[src/rtl/cpu_seq_pkg.sv]
// rtl/cpu_seq_pkg.sv - sequencer state encodings and opcode constants
package cpu_seq_pkg;

  localparam int SEQ_WIDTH = 32;

  localparam logic [4:0] OP_HALT = 5'b11111;
  localparam logic [4:0] OP_BR   = 5'b01010;

  typedef enum logic [2:0] {
    SEQ_IDLE       = 3'd0,
    SEQ_FETCH      = 3'd1,
    SEQ_DECODE     = 3'd2,
    SEQ_EXECUTE    = 3'd3,
    SEQ_WRITE_BACK = 3'd4,
    SEQ_HALTED     = 3'd5
  } seq_state_e;

  function automatic logic [4:0] opcode_of(input logic [SEQ_WIDTH-1:0] word);
    return word[31:27];
  endfunction

endpackage

[src/rtl/cpu_seq.sv]
// rtl/cpu_seq.sv - handshaked multi-cycle control sequencer for the nemesys core
module cpu_seq
  import cpu_seq_pkg::*;
#(
  parameter int WIDTH = SEQ_WIDTH,
  parameter int CNT_W = 32
) (
  input  logic             clk,
  input  logic             reset,
  input  logic             run,
  input  logic             step,
  output logic             imem_req,
  input  logic             imem_ack,
  input  logic [WIDTH-1:0] inst,
  output logic [WIDTH-1:0] ir,
  input  logic             ex_busy,
  output logic             pc_enable,
  output logic             reg_write_enable,
  output logic [2:0]       state_out,
  output logic             halted,
  output logic [CNT_W-1:0] retired
);

  seq_state_e       r_state;
  logic [WIDTH-1:0] r_ir;
  logic [CNT_W-1:0] r_retired;
  logic             r_step_mode;
  logic [4:0]       w_opcode;

  assign w_opcode = opcode_of(r_ir);

  always_ff @(posedge clk) begin
    if (reset) begin
      r_state     <= SEQ_IDLE;
      r_ir        <= '0;
      r_retired   <= '0;
      r_step_mode <= 1'b0;
    end else begin
      case (r_state)
        SEQ_IDLE: begin
          // step wins over run so a debugger can single-step a running core
          if (step) begin
            r_step_mode <= 1'b1;
            r_state     <= SEQ_FETCH;
          end else if (run) begin
            r_step_mode <= 1'b0;
            r_state     <= SEQ_FETCH;
          end
        end
        SEQ_FETCH: begin
          if (imem_ack) begin
            r_ir    <= inst;
            r_state <= SEQ_DECODE;
          end
        end
        SEQ_DECODE:
          r_state <= (w_opcode == OP_HALT) ? SEQ_HALTED : SEQ_EXECUTE;
        SEQ_EXECUTE: begin
          if (!ex_busy) r_state <= SEQ_WRITE_BACK;
        end
        SEQ_WRITE_BACK: begin
          r_retired <= r_retired + CNT_W'(1);
          r_state   <= (r_step_mode || !run) ? SEQ_IDLE : SEQ_FETCH;
        end
        SEQ_HALTED:
          r_state <= SEQ_HALTED;
        default:
          r_state <= SEQ_IDLE;
      endcase
    end
  end

  // Strobes are pure state decodes so they can never outlive their state
  assign imem_req         = (r_state == SEQ_FETCH);
  assign pc_enable        = (r_state == SEQ_WRITE_BACK);
  assign reg_write_enable = (r_state == SEQ_WRITE_BACK) && (w_opcode != OP_BR);
  assign halted           = (r_state == SEQ_HALTED);
  assign state_out        = r_state;
  assign ir               = r_ir;
  assign retired          = r_retired;

endmodule

[config.mk]
export PLATFORM = sky130hd
export DESIGN_NAME = cpu_seq
export DESIGN_NICKNAME = d
export VERILOG_FILES = /design/src/rtl/cpu_seq_pkg.sv /design/src/rtl/cpu_seq.sv
export SDC_FILE = /design/constraint.sdc
export NUM_CORES = 1
export LEC_CHECK = 0
export ABC_AREA = 0
export CORE_MARGIN = 3
export CORE_UTILIZATION = 43
export CTS_BUF_LIST = sky130_fd_sc_hd__clkbuf_16
export DETAILED_ROUTE_END_ITERATION = 7
export PLACE_DENSITY_LB_ADDON = 0.05
export SLEW_MARGIN = 40
export SYNTH_ARGS = -nofsm -noshare
export SYNTH_HDL_FRONTEND = slang
export SYNTH_SLANG_ARGS = --single-unit
[constraint.sdc]
create_clock -name clk -period 2.9 [get_ports clk]
set_clock_uncertainty 0.05 [all_clocks]
set_input_delay 0.29 -clock clk [delete_from_list [all_inputs] [get_ports clk]]
set_output_delay 0.29 -clock clk [all_outputs]
set_load 0.01 [all_outputs]
# Word level (Yosys, flattened, before mapping)
# Cells that the tools add are included.
dict set report word_totals {
  regBits 68
  inputBits 38
  wordCells 32
}
dict set report classes {
  n_addsub 1
  eq_ne 10
  mux 9
  n_reduce_logical 8
}
# operator n
set ops {}
lappend ops {{32-bit by 1-bit adder with 32-bit output, second input constant} 1}
lappend ops {{3-bit case mux with 6 select lines} 1}
lappend ops {{3-bit two-way mux} 5}
lappend ops {{3-bit by 2-bit == test with 1-bit output, second input constant} 2}
lappend ops {{3-bit == test, second input constant} 2}
lappend ops {{5-bit == test, second input constant} 1}
lappend ops {{5-bit by 4-bit != test with 1-bit output, second input constant} 1}
lappend ops {{2-bit AND reduction} 2}
lappend ops {{3-bit by 1-bit == test with 1-bit output, second input constant} 1}
lappend ops {{3-bit logical NOT} 1}
lappend ops {{1-bit two-way mux} 3}
lappend ops {{3-bit != test, second input constant} 1}
lappend ops {{3-bit AND reduction} 1}
lappend ops {{2-bit by 1-bit != test with 1-bit output, second input constant} 1}
lappend ops {{2-bit != test, second input constant} 1}
lappend ops {{2-bit nonzero test} 1}
lappend ops {{1-bit logical AND} 1}
lappend ops {{1-bit logical NOT} 1}
lappend ops {{1-bit logical OR} 1}

# Depth between registers and ports, before layout
# Gate-level depths: netlist of run 1.
dict set report logic_depth {
  ltp_word 4
  mapped_depth 7
}

# Worst setup path before layout of run 1
# No wires, ideal clock.
dict set report synth_path {
  path_kind {flip-flop to flip-flop}
  startpoint {register r_state[2] (netlist: state_out[2])}
  endpoint {register r_retired[31] (netlist: retired[31])}
  setup_ps 123
  arrival_ps 1982
  required_ps 2727
  setup_slack_ps 745
  path_stages_with_launch 8
  n_path_buf 2
  cell_sequence {dfxtp_1 -> buf_4 -> or3b_1 -> buf_6 -> or3_4 -> nor3_2 -> nand4_1 -> mux2_1}
}
dict set report synth_via {
  elab_chain_cells 1
}
# item line_no
set synth_rtl {}
lappend synth_rtl {{start: declaration} cpu_seq.sv:24} ;# seq_state_e r_state;
lappend synth_rtl {{start signal: assignment} cpu_seq.sv:57} ;# r_state <= (w_opcode == OP_HALT) ? SEQ_HALTED : SEQ_EXECUTE;
lappend synth_rtl {{start signal: assignment} cpu_seq.sv:63} ;# r_state <= (r_step_mode || !run) ? SEQ_IDLE : SEQ_FETCH;
lappend synth_rtl {{3-bit == test} cpu_seq.sv:39} ;# case (r_state)
lappend synth_rtl {{end signal: assignment} cpu_seq.sv:62} ;# r_retired <= r_retired + CNT_W'(1);
lappend synth_rtl {{end: declaration} cpu_seq.sv:26} ;# logic [CNT_W-1:0] r_retired;
# No other way between the ends.
# A chain may end at the register's enable or synchronous reset.

# Final worst setup path of run 1
dict set report layout_path {
  startpoint {register r_state[2] (netlist: state_out[2])}
  endpoint {output pc_enable}
}
dict set report layout_via {
  elab_chain_cells 1
}
# item line_no
set layout_rtl {}
lappend layout_rtl {{3-bit == test} cpu_seq.sv:75} ;# assign pc_enable = (r_state == SEQ_WRITE_BACK);
lappend layout_rtl {{end: declaration} cpu_seq.sv:17} ;# output logic pc_enable,
# No other way between the ends.

==> results.py, run 1 <==
metrics = {
    "power_and_ir_drop": {
        "cellPowerDensity_nw_per_um2": 508,
        "leakagePower_uw": 0.00148,
        "max-vdd-ir-drop_v": 0.000332,
    },
    "finish": {
        "antenna_cells": 0,
        "area_delta_synth_final_pct": 48.3,
        "stdcell_count": 529,
        "final_net_count": 489,
        "layout-drive-gt1-share": 0.0463,
    },
    "synth": {
        "synth_nets": 385,
        "synthesis.instances": 346,
        "synth_ff_type": "sky130_fd_sc_hd__dfxtp_1",
        "netlist-cell-type-count": 35,
        "synth-seq-area-share": 0.484,
        "mean_instance_size_in_the_synthesized_netlist_um2": 8.13,
        "synth_area_um2": 2810,
        "synth.yosys.warnings": 0,
        "postSynthRegisterBits": 68,
        "ys_async_sr_fraction": 0,
        "synth_enable_flop_cells": 0,
    },
    "grt": {
        "grt_use_total": 0.196,
        "grt_max_degree": 40,
        "antenna_found_initial": 0,
        "gr-total-overflow": 0,
        "grt_pass1_vias": 2598,
        "wire_length_of_the_first_global_routing_pass_mm": 11.8,
    },
    "clock_network": {
        "tritoncts_num_sinks": 68,
        "hold_fix_buffer_count_after_cts": 0,
        "tritoncts.num_buffers": 9,
        "cts_tree": "done",
        "post_cts_buffers": 0,
        "number_of_levels_in_the_clock_h_tree": 3,
        "clock_tree.buffer_depth": 2,
        "cts_root_buffer": "sky130_fd_sc_hd__clkbuf_16",
        "cts.clk_slew.worst_paths_ps": 60,
        "ctsResizeCount": 0,
        "clk-insertion-delay-late_ps": 320,
    },
    "timing": {
        "final-setup-viol-count": 0,
        "min_tclk_post_route_ps": 2490,
        "report.final.slew_viol_count": 0,
        "tightestPinTransition_ps": 718,
        "finalHoldViolations": 0,
        "setup_ws_ps": 412,
        "fin_worst_hold_slack_ps": 402,
        "layout_worst_path_cycle_share": 0.858,
        "rsz0062_at_grt": "no",
        "timing.slew.headroom": 0.521,
        "clock.fmax_mhz": 402,
        "fin_tns_setup_ps": 0,
    },
    "hold_path": {
        "hp-class": "reg -> reg",
        "timing.hold.worst.start": "ir[17]$_SDFFE_PP0P_",
    },
    "worst_setup_path": {
        "worst-endpoint-arrival_ps": 2150,
        "timing.setup.critical_path_class": "reg -> out",
        "timing.critical_path.cells": "or3b_1, inv_1, clkdlybuf4s50_1",
        "critical_path_peak_fanout": 10,
        "setup.worst_path.end_class": "output pin",
        "delay_of_the_slowest_cell_on_the_worst_path_ps": 570,
        "critPathLaunchType": "flop",
        "rr_startpoint": "state_out[2]$_SDFFE_PP0P_",
        "critical_path_source": "state_out[2]$_SDFFE_PP0P_",
        "critical_path.slowest_cell": "sky130_fd_sc_hd__or3b_1",
        "worstPathRequired_ps": 2560,
    },
    "floorplanning": {
        "core_footprint_um2": 6130,
        "die_area_um2": 7550,
        "fp.dieH_um": 86.9,
        "fp-row-count": 28,
        "i_o_pins": 109,
        "die_w_um": 86.9,
        "floorplan.initialDensity": 0.459,
    },
    "place": {
        "dp_cells": 514,
        "post_placement_worst_setup_slack_ps": 629,
        "port_buffers": 108,
        "place_congestion": 0.826,
        "dp_hpwl_mm": 5.13,
    },
    "drt": {
        "wl_met2_mm": 3.49,
        "avgViaCountPerCell": 5.08,
        "wl_met1_mm": 3.11,
        "num_vias": 2687,
        "dr.pass1.iters": 4,
        "detail_route.wirelength_mm": 7.14,
        "top_routing_layer_in_use": "met4",
        "drc_errors": 0,
        "ant_nets": 0,
        "initialDrtViolationCount": 75,
        "wl_met3_um": 488,
        "drt-wirelength-per-cell_um": 13.5,
    },
    "outcome": {
        "outcome": "finished, final reports clean",
    },
    "run": {
        "maxCapViolations": 0,
    },
}
==> cells in the mapped netlist, types with 2 or more instances <==
cell type,n,area [um^2]
sky130_fd_sc_hd__nand2_1,80,300
sky130_fd_sc_hd__dfxtp_1,68,1360
sky130_fd_sc_hd__a21oi_1,43,215
sky130_fd_sc_hd__nor2_1,37,139
sky130_fd_sc_hd__clkbuf_1,16,60.1
sky130_fd_sc_hd__xor2_1,15,131
sky130_fd_sc_hd__xnor2_1,11,96.3
sky130_fd_sc_hd__nand3_1,10,50.1
sky130_fd_sc_hd__nand4_1,8,50.1
sky130_fd_sc_hd__nor3_1,7,35.0
sky130_fd_sc_hd__and4_1,5,43.8
sky130_fd_sc_hd__inv_1,5,18.8
sky130_fd_sc_hd__and2_1,4,25.0
sky130_fd_sc_hd__and3_1,4,25.0
sky130_fd_sc_hd__o21ai_0,4,20.0
sky130_fd_sc_hd__or3_1,4,25.0
sky130_fd_sc_hd__nor3b_1,3,22.5
sky130_fd_sc_hd__nor4_1,3,18.8
sky130_fd_sc_hd__a31oi_1,2,12.5
sky130_fd_sc_hd__buf_6,2,22.5
==> worst max-delay path, delay by kind of cell (launching register included) <==
family        cells  cell delay [ps]
flops             1              480
buf+inv           2              790
simple gates      1              570
==> report_power, final <==
part | internal [uW] | switching, uW
combinational | 120 | 99.2
clock | 557 | 359
sequential | 964 | 21.4
==> per-layer routing <==
layer	vias up	global-route usage
met5	-	0
met2	76	0.328
met1	1240	0.239
li1	1366	-
met3	5	0.0558
met4	0	0.0722
==> sequential cells by signal (all words and copies together) (netlist names) <==
name / flops
ir: 32
retired: 32
state_out: 3
r_step_mode: 1
==> stage by stage <==
| stage | total power, uW | instance area [um^2] | utilization |
|---|---|---|---|
| 3_3_place_gp | 1220 | 3920 | 0.640 |
| 2_1_floorplan | 1100 | 2810 | - |
| 3_5_place_dp | 1220 | 3920 | 0.640 |
| 4_1_cts | 2140 | 4170 | 0.681 |
| 5_1_grt | 2210 | 4170 | 0.681 |
| 6_report | 2120 | 4170 | 0.681 |
==> layout make-up <==
type / instances / area [um^2]
fill: 534 / 1960
sequential: 68 / 1360
multi-input combinational: 254 / 1340
timing repair buffer: 112 / 1110
clock buffer: 9 / 225
tap: 75 / 93.8
clock inverter: 6 / 25.0
inverter: 5 / 18.8
==> cell usage in the layout, fill, tap and decap left out, types with 2 or more instances in the layout <==
| cell type | count |
|---|---|
| sky130_fd_sc_hd__a21oi_1 | 43 |
| sky130_fd_sc_hd__a31oi_1 | 2 |
| sky130_fd_sc_hd__and2_1 | 4 |
| sky130_fd_sc_hd__and3_1 | 4 |
| sky130_fd_sc_hd__and4_1 | 5 |
| sky130_fd_sc_hd__buf_4 | 4 |
| sky130_fd_sc_hd__clkbuf_16 | 9 |
| sky130_fd_sc_hd__clkdlybuf4s50_1 | 107 |
| sky130_fd_sc_hd__clkinv_1 | 2 |
| sky130_fd_sc_hd__clkinv_2 | 2 |
| sky130_fd_sc_hd__dfxtp_1 | 68 |
| sky130_fd_sc_hd__inv_1 | 7 |
| sky130_fd_sc_hd__nand2_1 | 80 |
| sky130_fd_sc_hd__nand3_1 | 10 |
| sky130_fd_sc_hd__nand4_1 | 8 |
| sky130_fd_sc_hd__nor2_1 | 37 |
| sky130_fd_sc_hd__nor3_1 | 7 |
| sky130_fd_sc_hd__nor3b_1 | 3 |
| sky130_fd_sc_hd__nor4_1 | 3 |
| sky130_fd_sc_hd__o21ai_0 | 4 |
| sky130_fd_sc_hd__or3_1 | 4 |
| sky130_fd_sc_hd__xnor2_1 | 11 |
| sky130_fd_sc_hd__xor2_1 | 15 |
==> worst paths after layout <==
check / end / slack, ps / cells past startpoint
hold / removal: ir[17]$_SDFFE_PP0P_ / 400 / 2
setup / recovery: pc_enable / 410 / 3
hold reg to reg: ir[17]$_SDFFE_PP0P_ / 400 / 2
setup reg to reg: retired[31]$_SDFFE_PP0N_ / 570 / 5
==> kinds of logic after synthesis <==
logic type | share of synthesized area
AND/OR/NAND/NOR | 0.294
flip-flops | 0.484
buffers and inverters | 0.0387
adder cells (fa/ha/maj) | 0.00445
XOR/XNOR | 0.0809
AO/OA/AOI/OAI | 0.0938
multiplexers | 0.00400
Note: power is estimated with default switching activity, not from simulation.
==> inputs of run 2 (changes only) <==
--- a/config.mk
+++ b/config.mk
@@ -7,8 +7,8 @@
 export LEC_CHECK = 0
 export ABC_AREA = 0
 export CORE_MARGIN = 3
-export CORE_UTILIZATION = 43
-export CTS_BUF_LIST = sky130_fd_sc_hd__clkbuf_16
+export CORE_UTILIZATION = 45
+export CTS_BUF_LIST = sky130_fd_sc_hd__clkbuf_4
 export DETAILED_ROUTE_END_ITERATION = 7
 export PLACE_DENSITY_LB_ADDON = 0.05
 export SLEW_MARGIN = 40
==> results.py, run 2 (synthesis results as in run 1) <==
metrics = {
    "power_and_ir_drop": {
        "max-vdd-ir-drop_v": 0.000315,
        "share_seq_of_total_power": 0.575,
        "p_total_uw": 1710,
        "p_int_uw": 1280,
        "cellPowerDensity_nw_per_um2": 423,
        "sw_frac_of_total": 0.251,
        "power.share.clock": 0.296,
        "leakagePower_uw": 0.00141,
        "power_dissipated_by_switching_net_loads_uw": 428,
        "combinationalPowerShare": 0.129,
    },
    "timing": {
        "rsz0062_at_grt": "no",
        "clock.fmax_mhz": 392,
        "finalHoldViolations": 0,
        "layout_worst_path_cycle_share": 0.879,
        "min_tclk_post_route_ps": 2550,
        "report.final.slew_viol_count": 0,
        "final-setup-viol-count": 0,
        "fin_tns_setup_ps": 0,
        "tightestPinTransition_ps": 594,
        "timing.slew.headroom": 0.604,
    },
    "floorplanning": {
        "die_w_um": 85.1,
        "core_footprint_um2": 5990,
        "floorplan.initialDensity": 0.470,
        "fp-row-count": 28,
        "fp.dieH_um": 85.1,
        "i_o_pins": 109,
        "die_area_um2": 7240,
    },
    "grt": {
        "wire_length_of_the_first_global_routing_pass_mm": 11.7,
        "gr-total-overflow": 0,
        "grt_max_degree": 40,
        "antenna_found_initial": 0,
        "grt_pass1_vias": 2518,
        "grt_use_total": 0.200,
    },
    "clock_network": {
        "post_cts_buffers": 0,
        "cts_root_buffer": "sky130_fd_sc_hd__clkbuf_4",
        "number_of_levels_in_the_clock_h_tree": 3,
        "clk-insertion-delay-late_ps": 400,
        "tritoncts_num_sinks": 68,
        "tritoncts.num_buffers": 9,
        "hold_fix_buffer_count_after_cts": 0,
        "cts.clk_slew.worst_paths_ps": 110,
        "cts_tree": "done",
        "ctsResizeCount": 0,
        "clock_tree.buffer_depth": 2,
    },
    "place": {
        "dp_hpwl_mm": 5.00,
        "place_congestion": 0.816,
        "port_buffers": 108,
    },
    "drt": {
        "drc_errors": 0,
        "avgViaCountPerCell": 5.09,
        "num_vias": 2690,
        "ant_nets": 0,
        "drt-wirelength-per-cell_um": 13.2,
        "detail_route.wirelength_mm": 7.00,
        "initialDrtViolationCount": 109,
        "dr.pass1.iters": 4,
    },
    "worst_setup_path": {
        "reg2reg_setup_slack_ps": 620,
        "worstPathRequired_ps": 2560,
        "worstReg2RegEnd": "retired[31]$_SDFFE_PP0N_",
        "reg2reg_depth": 5,
        "critical_path_source": "state_out[2]$_SDFFE_PP0P_",
        "timing.setup.critical_path_class": "reg -> out",
        "worst-endpoint-arrival_ps": 2210,
        "critPathLaunchType": "flop",
        "cp-endpoint": "reg_write_enable",
        "setup.worst_path.end_class": "output pin",
        "rr_startpoint": "state_out[2]$_SDFFE_PP0P_",
        "critical_path_peak_fanout": 10,
    },
    "finish": {
        "area_delta_synth_final_pct": 43.4,
        "sequential_cell_area_um2": 1360,
        "final_net_count": 488,
        "layout-drive-gt1-share": 0.0485,
        "multiInputGateArea_um2": 1340,
        "antenna_cells": 0,
        "mostFrequentLayoutCell": "sky130_fd_sc_hd__clkdlybuf4s50_1",
        "n_fill_cell": 553,
        "most-common-layout-cells": "107 x sky130_fd_sc_hd__clkdlybuf4s50_1, 80 x sky130_fd_sc_hd__nand2_1, 68 x sky130_fd_sc_hd__dfxtp_1",
    },
    "outcome": {
        "outcome": "finished, final reports clean",
    },
    "run": {
        "maxCapViolations": 0,
    },
    "hold_path": {
        "hp-class": "in -> reg",
    },
}
run 2: cell count changes in the layout (fill, tap and decap cells not counted):
cell	before	now
sky130_fd_sc_hd__clkbuf_4	0	12
sky130_fd_sc_hd__clkinv_2	2	1
sky130_fd_sc_hd__clkinv_1	2	3
sky130_fd_sc_hd__clkbuf_16	9	0
sky130_fd_sc_hd__buf_4	4	2
sky130_fd_sc_hd__inv_1	7	5
sky130_fd_sc_hd__buf_12	0	1
run 2: power groups by stage:
stage	Combinational, uW	Clock [uW]	Sequential, uW
finish	219	506	983
global route	242	565	988
CTS	222	529	983
detailed placement	221	0	1000
global placement	219	0	1000
floorplan	88.3	0	1010
run 2: layout make-up:
type / instances / share of cell area
sequential: 68 / 0.337
tap: 75 / 0.0233
inverter: 5 / 0.00465
clock buffer: 12 / 0.0223
multi-input combinational: 254 / 0.333
clock inverter: 4 / 0.00403
timing repair buffer: 111 / 0.275
run 2: metal layers:
layer  vias to the layer above  wire length (um)  global-route usage
met5                         -                 0                   0
met4                         0               170              0.0892
met3                        13               497              0.0621
met2                        74              3270               0.326
met1                      1238              3060               0.243
li1                       1365                 -                   -
run 2: metrics by stage:
stage	utilization	worst slack, ps	instances	hold slack (ps)	area, um^2
after global placement	0.656	675	513	391	3930
final	0.674	350	529	321	4040
after detailed placement	0.656	623	513	396	3930
after floorplan	-	745	346	330	2810
after global routing	0.674	223	529	333	4040
after CTS	0.674	323	529	307	4040
run 2: how the worst min path moves through the flow:
stage	from	to	depth (start not counted)	slack [ps]
2_1_floorplan	reset	state_out[1]$_SDFFE_PP0P_	1	330
4_1_cts	reset	retired[19]$_SDFFE_PP0N_	2	310
3_5_place_dp	ir[26]$_SDFFE_PP0P_	ir[26]$_SDFFE_PP0P_	2	400
5_1_grt	reset	retired[19]$_SDFFE_PP0N_	2	330
3_3_place_gp	ir[26]$_SDFFE_PP0P_	ir[26]$_SDFFE_PP0P_	2	390
6_report	reset	retired[20]$_SDFFE_PP0N_	2	320
run 2: worst max-delay path, cell delays in order (launching register included):
cell	delay, ps
sky130_fd_sc_hd__dfxtp_1	490
sky130_fd_sc_hd__or3b_1	550
sky130_fd_sc_hd__a31oi_1	210
sky130_fd_sc_hd__clkdlybuf4s50_1	580
==> inputs of run 3 (changes only) <==
--- a/config.mk
+++ b/config.mk
@@ -6,12 +6,14 @@
 export NUM_CORES = 1
 export LEC_CHECK = 0
 export ABC_AREA = 0
+export CELL_PAD_IN_SITES_DETAIL_PLACEMENT = 2
+export CELL_PAD_IN_SITES_GLOBAL_PLACEMENT = 2
 export CORE_MARGIN = 3
-export CORE_UTILIZATION = 45
+export CORE_UTILIZATION = 25
 export CTS_BUF_LIST = sky130_fd_sc_hd__clkbuf_4
 export DETAILED_ROUTE_END_ITERATION = 7
+export MAX_ROUTING_LAYER = met4
 export PLACE_DENSITY_LB_ADDON = 0.05
-export SLEW_MARGIN = 40
 export SYNTH_ARGS = -nofsm -noshare
 export SYNTH_HDL_FRONTEND = slang
 export SYNTH_SLANG_ARGS = --single-unit
==> results.py, run 3 (synthesis results as in run 1) <==
metrics = {
    "outcome": {
        "outcome": "finished, final reports clean",
    },
    "drt": {
        "ant_nets": 0,
        "initialDrtViolationCount": 93,
        "avgViaCountPerCell": 4.67,
        "detail_route.wirelength_mm": 9.40,
        "drc_errors": 0,
        "dr.pass1.iters": 4,
        "num_vias": 2784,
        "drt-wirelength-per-cell_um": 15.8,
    },
    "grt": {
        "gr-total-overflow": 0,
        "grt_use_total": 0.161,
        "wire_length_of_the_first_global_routing_pass_mm": 15.7,
        "grt_pass1_vias": 3037,
        "antenna_found_initial": 0,
        "grt_max_degree": 26,
    },
    "floorplanning": {
        "fp-row-count": 38,
        "fp.dieH_um": 112,
        "die_area_um2": 12600,
        "die_w_um": 112,
        "core_footprint_um2": 10900,
        "floorplan.initialDensity": 0.257,
        "i_o_pins": 109,
    },
    "place": {
        "dpl-instance-area_um2": 4030,
        "port_buffers": 108,
        "place_congestion": 0.777,
        "dp_hpwl_mm": 7.02,
        "dp_cells": 580,
    },
    "worst_setup_path": {
        "worst-endpoint-arrival_ps": 2300,
        "critPathLaunchType": "flop",
        "timing.critical_path.buf_inv": 1,
        "critPathTopFamily": "buffers and inverters",
        "timing.setup.critical_path_class": "reg -> out",
        "setup.worst_path.end_class": "output pin",
        "worstPathRequired_ps": 2560,
        "critical_path.slowest_cell": "sky130_fd_sc_hd__clkdlybuf4s50_1",
        "delay_of_the_slowest_cell_on_the_worst_path_ps": 590,
        "critical_path_peak_fanout": 10,
        "timing.critical_path.cells": "or3b_1, a31oi_1, clkdlybuf4s50_1",
    },
    "power_and_ir_drop": {
        "cellPowerDensity_nw_per_um2": 421,
        "max-vdd-ir-drop_v": 0.000135,
        "p_total_uw": 1740,
        "leakagePower_uw": 0.00142,
    },
    "clock_network": {
        "tritoncts.num_buffers": 9,
        "hold_fix_buffer_count_after_cts": 0,
        "number_of_levels_in_the_clock_h_tree": 3,
        "cts.clk_slew.worst_paths_ps": 110,
        "clock_tree.buffer_depth": 2,
        "cts_tree": "done",
        "cts_root_buffer": "sky130_fd_sc_hd__clkbuf_4",
        "post_cts_buffers": 0,
        "clk-insertion-delay-late_ps": 410,
        "tritoncts_num_sinks": 68,
        "ctsResizeCount": 0,
    },
    "finish": {
        "final_net_count": 490,
        "mostFrequentLayoutCell": "sky130_fd_sc_hd__clkdlybuf4s50_1",
        "final_design_area_no_fill_um2": 4130,
        "stdcell_count": 596,
        "utilization": 0.378,
        "area_delta_synth_final_pct": 46.8,
        "most-common-layout-cells": "107 x sky130_fd_sc_hd__clkdlybuf4s50_1, 80 x sky130_fd_sc_hd__nand2_1, 68 x sky130_fd_sc_hd__dfxtp_1",
        "layout-drive-gt1-share": 0.0526,
        "antenna_cells": 0,
    },
    "timing": {
        "layout_worst_path_cycle_share": 0.911,
        "tightestPinTransition_ps": 541,
        "final-setup-viol-count": 0,
        "timing.slew.headroom": 0.639,
        "fin_tns_setup_ps": 0,
        "clock.fmax_mhz": 378,
        "report.final.slew_viol_count": 0,
        "min_tclk_post_route_ps": 2640,
        "finalHoldViolations": 0,
        "rsz0062_at_grt": "no",
    },
    "run": {
        "maxCapViolations": 0,
    },
    "hold_path": {
        "hp-class": "in -> reg",
    },
}
[run 3: changes by cell type in the layout (fill, tap and decap cells not counted), sizes merged]
cell	delta
buf	+2
[run 3: layout make-up]
type | instances | area (um^2)
Clock buffer | 12 | 90.1
Clock inverter | 4 | 16.3
Fill cell | 1269 | 6800
Inverter | 5 | 18.8
Multi-Input combinational cell | 254 | 1340
Sequential cell | 68 | 1360
Tap cell | 140 | 175
Timing Repair Buffer | 113 | 1130
[run 3: worst paths after layout]
path / endpoint / startpoint / depth (start not counted) / slack (ps)
hold / removal: retired[14]$_SDFFE_PP0N_ / reset / 2 / 280
setup / recovery: reg_write_enable / state_out[2]$_SDFFE_PP0P_ / 3 / 260
hold reg to reg: ir[9]$_SDFFE_PP0P_ / ir[9]$_SDFFE_PP0P_ / 2 / 410
setup reg to reg: retired[31]$_SDFFE_PP0N_ / state_out[2]$_SDFFE_PP0P_ / 5 / 540
[run 3: stage by stage]
stage          worst slack [ps]  hold WS (ps)
4_1_cts                     196           239
5_1_grt                    98.4           275
2_1_floorplan               745           330
6_report                    257           276
3_3_place_gp                590           391
3_5_place_dp                543           402
[run 3: power breakdown]
| part | leakage (uW) | switching [uW] | internal [uW] |
|---|---|---|---|
| logic | 0.000809 | 106 | 123 |
| clock network | 0.0000638 | 331 | 197 |
| registers | 0.000551 | 21.9 | 961 |
| total | 0.00142 | 459 | 1280 |
[run 3: metal layers]
layer,wire length (um),track usage,vias to the layer above
met1,4270,0.198,1345
li1,-,-,1361
met4,144,0.0673,0
met2,4540,0.256,64
met5,0,-,-
met3,439,0.0345,14
